`src/rtl/mc_ctrl_fsm.sv`:
```
// mc_ctrl_fsm: multi-cycle sequencing controller (FETCH/DECODE/EXEC/MEM/WB).
// One instruction in flight; outputs are Moore decodes of the state register,
// gated by stall/decode inputs only where a transition depends on them.
// Optional feature macro: PERF_CNT_EN builds the retired-instruction and
// active-cycle counters; without it both counter outputs are tied to 0.
module mc_ctrl_fsm #(
  parameter int MEM_TIMEOUT = 15,
  parameter int CNT_W       = 16
) (
  input  logic             clk,
  input  logic             rst,
  input  logic             memRead,
  input  logic             memWrite,
  input  logic             regWriteEn,
  input  logic             halt,
  input  logic             decErr,
  input  logic             fetchStall,
  input  logic             memStall,
  output logic             irWriteEn,
  output logic             fetchEn,
  output logic             memEn,
  output logic             memWr,
  output logic             rfWriteEn,
  output logic             pcWriteEn,
  output logic             haltOut,
  output logic             errOut,
  output logic [2:0]       state,
  output logic [CNT_W-1:0] instrCount,
  output logic [CNT_W-1:0] cycleCount
);

  localparam logic [2:0] S_IDLE   = 3'd0;
  localparam logic [2:0] S_FETCH  = 3'd1;
  localparam logic [2:0] S_DECODE = 3'd2;
  localparam logic [2:0] S_EXEC   = 3'd3;
  localparam logic [2:0] S_MEM    = 3'd4;
  localparam logic [2:0] S_WB     = 3'd5;
  localparam logic [2:0] S_HALTED = 3'd6;
  localparam logic [2:0] S_ERROR  = 3'd7;

  localparam logic [CNT_W-1:0] TIMEOUT_LAST = CNT_W'(MEM_TIMEOUT - 1);

  logic [2:0]       state_q, state_d;
  logic [CNT_W-1:0] wait_q, wait_d;
  logic             timeout_hit;

  // Last permitted stall cycle in MEM; MEM_TIMEOUT of 0 disables the check.
  assign timeout_hit = (MEM_TIMEOUT != 0) && (wait_q == TIMEOUT_LAST);

  // Next-state and MEM wait counter; the counter only lives inside MEM.
  always_comb begin
    state_d = state_q;
    wait_d  = '0;
    case (state_q)
      S_IDLE:   state_d = S_FETCH;
      S_FETCH:  if (!fetchStall) state_d = S_DECODE;
      S_DECODE: begin
        if (decErr)    state_d = S_ERROR;
        else if (halt) state_d = S_HALTED;
        else           state_d = S_EXEC;
      end
      S_EXEC: begin
        if (memRead || memWrite) state_d = S_MEM;
        else if (regWriteEn)     state_d = S_WB;
        else                     state_d = S_FETCH;
      end
      S_MEM: begin
        if (memStall) begin
          wait_d = wait_q + CNT_W'(1);
          if (timeout_hit) state_d = S_ERROR;
        end else if (memRead && regWriteEn) begin
          state_d = S_WB;
        end else begin
          state_d = S_FETCH;
        end
      end
      S_WB:    state_d = S_FETCH;
      default: state_d = state_q;  // HALTED / ERROR are sticky until rst
    endcase
  end

  // State and wait counter registers.
  always_ff @(posedge clk or posedge rst) begin
    if (rst) begin
      state_q <= S_IDLE;
      wait_q  <= '0;
    end else begin
      state_q <= state_d;
      wait_q  <= wait_d;
    end
  end

  // Output decode; reset forces IDLE asynchronously so every output drops at once.
  always_comb begin
    irWriteEn = 1'b0;
    fetchEn   = 1'b0;
    memEn     = 1'b0;
    memWr     = 1'b0;
    rfWriteEn = 1'b0;
    pcWriteEn = 1'b0;
    haltOut   = 1'b0;
    errOut    = 1'b0;
    case (state_q)
      S_FETCH: begin
        fetchEn   = 1'b1;
        irWriteEn = !fetchStall;
      end
      S_EXEC:   pcWriteEn = !(memRead || memWrite) && !regWriteEn;
      S_MEM: begin
        memEn     = 1'b1;
        memWr     = memWrite;
        pcWriteEn = !memStall && !(memRead && regWriteEn);
      end
      S_WB: begin
        rfWriteEn = 1'b1;
        pcWriteEn = 1'b1;
      end
      S_HALTED: haltOut = 1'b1;
      S_ERROR:  errOut  = 1'b1;
      default: ;
    endcase
  end

  assign state = state_q;

`ifdef PERF_CNT_EN
  logic [CNT_W-1:0] instr_q, cyc_q;

  // Retire count follows pcWriteEn; cycle count covers every active state.
  always_ff @(posedge clk or posedge rst) begin
    if (rst) begin
      instr_q <= '0;
      cyc_q   <= '0;
    end else begin
      if (pcWriteEn) instr_q <= instr_q + CNT_W'(1);
      if (state_q != S_IDLE && state_q != S_HALTED && state_q != S_ERROR)
        cyc_q <= cyc_q + CNT_W'(1);
    end
  end

  assign instrCount = instr_q;
  assign cycleCount = cyc_q;
`else
  assign instrCount = '0;
  assign cycleCount = '0;
`endif

endmodule
```
`config.mk`:
```
export PLATFORM = sky130hd
export DESIGN_NAME = mc_ctrl_fsm
export DESIGN_NICKNAME = d
export VERILOG_FILES = /design/src/rtl/mc_ctrl_fsm.sv
export SDC_FILE = /design/constraint.sdc
export NUM_CORES = 1
export LEC_CHECK = 0
export ABC_AREA = 1
export CAP_MARGIN = 40
export CELL_PAD_IN_SITES_DETAIL_PLACEMENT = 1
export CELL_PAD_IN_SITES_GLOBAL_PLACEMENT = 1
export CORE_MARGIN = 2
export CORE_UTILIZATION = 27
export DETAILED_ROUTE_END_ITERATION = 7
export PLACE_DENSITY = 0.69
export SLEW_MARGIN = 5
export SYNTH_ARGS = -nofsm -noshare
export SYNTH_HDL_FRONTEND = slang
export SYNTH_SLANG_ARGS = --single-unit
```
`constraint.sdc`:
```
create_clock -name clk -period 1.6 [get_ports clk]
set_input_delay 0.4 -clock clk [delete_from_list [all_inputs] [get_ports clk]]
set_output_delay 0.4 -clock clk [all_outputs]
set_load 0.01 [all_outputs]
```
# --- Yosys cells after proc, flatten, opt, wreduce, memory -nomap -nowiden ---
# Cells that the tools add are included.
word_totals:
  regBits: 19
  inputBits: 9
  output_inout_bits: 43
  word_cells: 45
op_classes:
  add_sub_neg: 1
  n_eq_ne: 10
  n_mux: 19
  n_reduce_logical: 13
op_table:
  columns: ["cell", "n"]
  rows:
  - ["$mux W16", 2]
  - ["$mux W3", 8]
  - ["$add A16 B1 Y16 const B", 1]
  - ["$eq A16 B4 Y1 const B", 1]
  - ["$pmux W3 S5", 1]
  - ["$eq A3 B3 Y1 const B", 4]
  - ["$mux W1", 7]
  - ["$eq A3 B2 Y1 const B", 2]
  - ["$logic_not A1 Y1", 5]
  - ["$reduce_bool A5 Y1", 1]
  - ["$eq A3 B1 Y1 const B", 1]
  - ["$logic_and A1 B1 Y1", 3]
  - ["$logic_not A3 Y1", 1]
  - ["$ne A3 B3 Y1 const B", 1]
  - ["$pmux W1 S3", 1]
  - ["$reduce_and A3 Y1", 1]
  - ["$ne A2 B2 Y1 const B", 1]
  - ["$reduce_or A2 Y1", 1]
  - ["$logic_or A1 B1 Y1", 1]

# --- Longest topological paths before layout ---
depth:
  ltp_word: 4
  mapped_depth: 9
  depth_no_buf: 9

# --- Least setup slack after synthesis ---
# Ideal clock, no wire load.
synth_path:
  path_kind: "register -> output"
  startpoint: "register state_q[0], in the netlist state[0]"
  endpoint: "output port pcWriteEn"
  arrival_ns: 1.038
  slack_ns: 0.162
  path_stages_with_launch: 6
  cell_sequence: "dfrtp_1 buf_4 inv_1 nor2_1 a31oi_1 o21ai_0"
synth_between:
  elab_chain_cells: 2
  word_cells_on_any_way: 4
  classes_between: "eq/ne: 3; mux: 1"
synth_rtl:
  columns: ["item", "line_no", "rtl"]
  rows:
  - ["start: declaration", "43", "logic [2:0] state_q, state_d;"]
  - ["start signal: assignment", "88", "state_q <= state_d;"]
  - ["$eq A3 B3 Y1 or $eq A3 B2 Y1 (tied branches)", "103", "case (state_q)"]
  - ["$pmux W1 S3 (*)", "103", null]
  - ["end: declaration", "24", "output logic pcWriteEn,"]
# Mark *: on every way between the ends. The rest lies on a longest branch, timed or not.

# --- Worst setup path after layout ---
layout_path:
  startpoint: "register state_q[1], in the netlist state[1]"
  endpoint: "output port pcWriteEn"
# Same word-level chain as after synthesis.

==> run_results.csv <==
group,metric,value,unit
clock_tree,cts_root_buf,"clkbuf_8",
drt,highest_layer,"met4",
drt,met3WireLength,147,µm
layout,layout.nets,269,
drt,wl_met1,1646,µm
pwr,leakagePower,0.9082,nW
setup_path,cpPeakStageDelay,0.39,ns
pwr,power_density,1091,nW/µm²
drt,dr.pass1.iters,4,
sta,fin_tns_setup,-0.1441,ns
grt,grt_max_degree,20,
setup_path,r2r_cells,11,
layout,syn_to_final_growth,29.34,%
drt,ant_nets,0,
layout,final_cell_mix,"nand2_1, nor2_1, conb_1, inv_1, buf_4",
layout,drive_gt1_share,26.07,%
grt,grt_pass1_wl,6203,µm
drt,dr_wl_met2,1813,µm
clock_tree,htree_levels,1,
sta,hold_viol_final,0,
setup_path,crit_arrival,1.27,ns
floorplanning,io_pins,52,
floorplanning,chipHeight,77.60,µm
sta,drv_slew,0,
layout,num_antenna_cells,0,
clock_tree,cts_tree,"yes",
sta,rsz0062_at_grt,"true",
synthesis,ys_warn_count,0,
drt,wl_per_cell,11.13,µm
sta,setup_slack,-0.06820,ns
clock_tree,clkSinkCount,19,
clock_tree,cts_buffers,3,
sta,period_needed,1.668,ns
sta,setup_viol,4,
drt,viasPerCell,4.144,
setup_path,end_kind,"output port",
grt,globalRouteTotalUtil,12.80,%
clock_tree,insertion_delay,0.26,ns
place,port_buffers,19,
sta,skew,0.004081,ns
floorplanning,coreArea,5172,µm²
pwr,vdd_drop_max,0.0005358,V
drt,drc,0,
drt,drtIter0Drc,71,
drt,wl,3638,µm
floorplanning,die-area,6022,µm²
place,place_hpwl,2853,µm
pwr,power.total,2.065,mW
synthesis,synth_seq_area_share,32.51,%
grt,antenna_found_initial,0,
drt,vias,1355,
grt,grt-ovfl-total,0,
setup_path,cp_max_fo,3,
synthesis,netlist_area,1463,µm²
worst_hold_path,holdCritPathClass,"in -> async",
synthesis,ys_seq_elements,19,
status,outcome,"finished with violations",
floorplanning,initial_core_util,28.28,%
clock_tree,clockBufferDepth,2,
setup_path,crit_chain,"buf_4 -> nand2_2 -> nor2_2 -> a31oi_1 -> o21ai_1 -> buf_2",
floorplanning,die_w,77.60,µm
floorplanning,rows,26,
setup_path,cp.required,1.20,ns
sta,post-route-period-util,104.3,%
clock_tree,cts.clk_slew.worst_paths,0.08,ns
layout,layout_commonest_cell,"nand2_1",
place,gp_congestion,0.7827,
clock_tree,holdBufCountCts,0,
setup_path,critPathSlowestCell,"dfrtp_1",
status,failed_checks,"setup timing",
synthesis,synthCells,211,
setup_path,path_class,"reg -> out",
synthesis,synth_cell_types,27,
grt,grt_pass1_vias,1401,
synthesis,syn_avg_cell_area,6.932,µm²
sta,timing.fmax,0.5994,GHz
job,maxCapViolCount,0,
setup_path,crit_path_start_kind,"flop",
-- per-layer routing --
metal | GRT usage (%) | vias up
met1 | 15.72 | 644
met2 | 22.59 | 33
met4 | 3.214 | 0
met5 | 0 | -
met3 | 2.791 | 4
li1 | - | 674
-- stage by stage --
stage	hold WS [ns]	setup slack (ns)	utilization [%]	std cells	instance area, µm²
finish	0.4586	-0.06820	36.57	327	1892
global route	0.5115	-0.1305	36.57	327	1892
CTS	0.4725	-0.1375	35.29	327	1826
detailed placement	0.4797	-0.5279	33.94	318	1755
global placement	0.4727	-0.4824	33.94	318	1755
floorplan	0.3511	0.1620	-	242	1579
-- cells in the mapped netlist --
cell	number	share of area (%)
a21boi_1	1	0.51
a21oi_1	5	1.7
a21oi_2	2	1.2
a31oi_1	1	0.43
buf_4	33	17
buf_6	1	0.77
clkinv_2	1	0.34
conb_1	1	0.26
dfrtp_1	19	33
ha_1	2	1.7
inv_1	25	6.4
nand2_1	46	12
nand2_2	1	0.43
nand2_4	2	1.5
nand3_1	7	2.4
nand3b_1	2	1.0
nor2_1	40	10
nor2_2	1	0.43
nor2_8	1	1.4
nor3_1	6	2.1
nor3b_1	1	0.51
o21a_1	1	0.51
o21ai_0	3	1.0
o21ai_1	5	1.7
o21ai_2	2	1.2
o21bai_1	1	0.51
or2_2	1	0.43
-- power breakdown --
group	leakage, nW	switching (mW)	internal (mW)
combinational	0.624	0.578	0.560
clock	0.0255	0.178	0.174
sequential	0.258	0.0471	0.527
-- critical path, delay by kind of cell, from the launching register on --
family | cells | cell delay (ns)
buf+inv | 2 | 0.29
compound gates | 2 | 0.21
flops | 1 | 0.39
simple gates | 2 | 0.11
-- area by class of cell --
type                    count  area (µm²)
clock buffers               3       41.29
clock inverters             1       5.005
fillers                   679        3281
inverters                  26       103.9
multi-input cells         163       802.0
flip-flops and latches     19       476.7
well taps                  70       87.58
repair buffers             45       375.4
-- final timing paths --
path	from	end	slack, ns
max	state[1]	pcWriteEn	-0.07
min	rst	wait_q[8]	0.46
max reg2reg	state[1]	wait_q[13]	0.08
min reg2reg	wait_q[13]	wait_q[13]	0.54
max in group asynchronous	rst	state[2]	0.91
min in group clk	wait_q[13]	wait_q[13]	0.54
-- state kept, by name (all words and copies together) (netlist names) --
signal	flops
wait_q	16
state	3
-- kinds of logic after synthesis --
family,synth area share [%]
adder cells (fa/ha/maj),1.711
other,0.2564
AND/OR/NAND/NOR,32.25
buffers and inverters,24.47
AO/OA/AOI/OAI,8.811
flip-flops,32.51
-- what timing repair did --
item,in CTS,in global routing
setup endpoints to repair,11,16
pin swaps,2,5
setup buffers,5,1
resized for setup,48,22
Note: power is estimated with default switching activity, not from simulation.
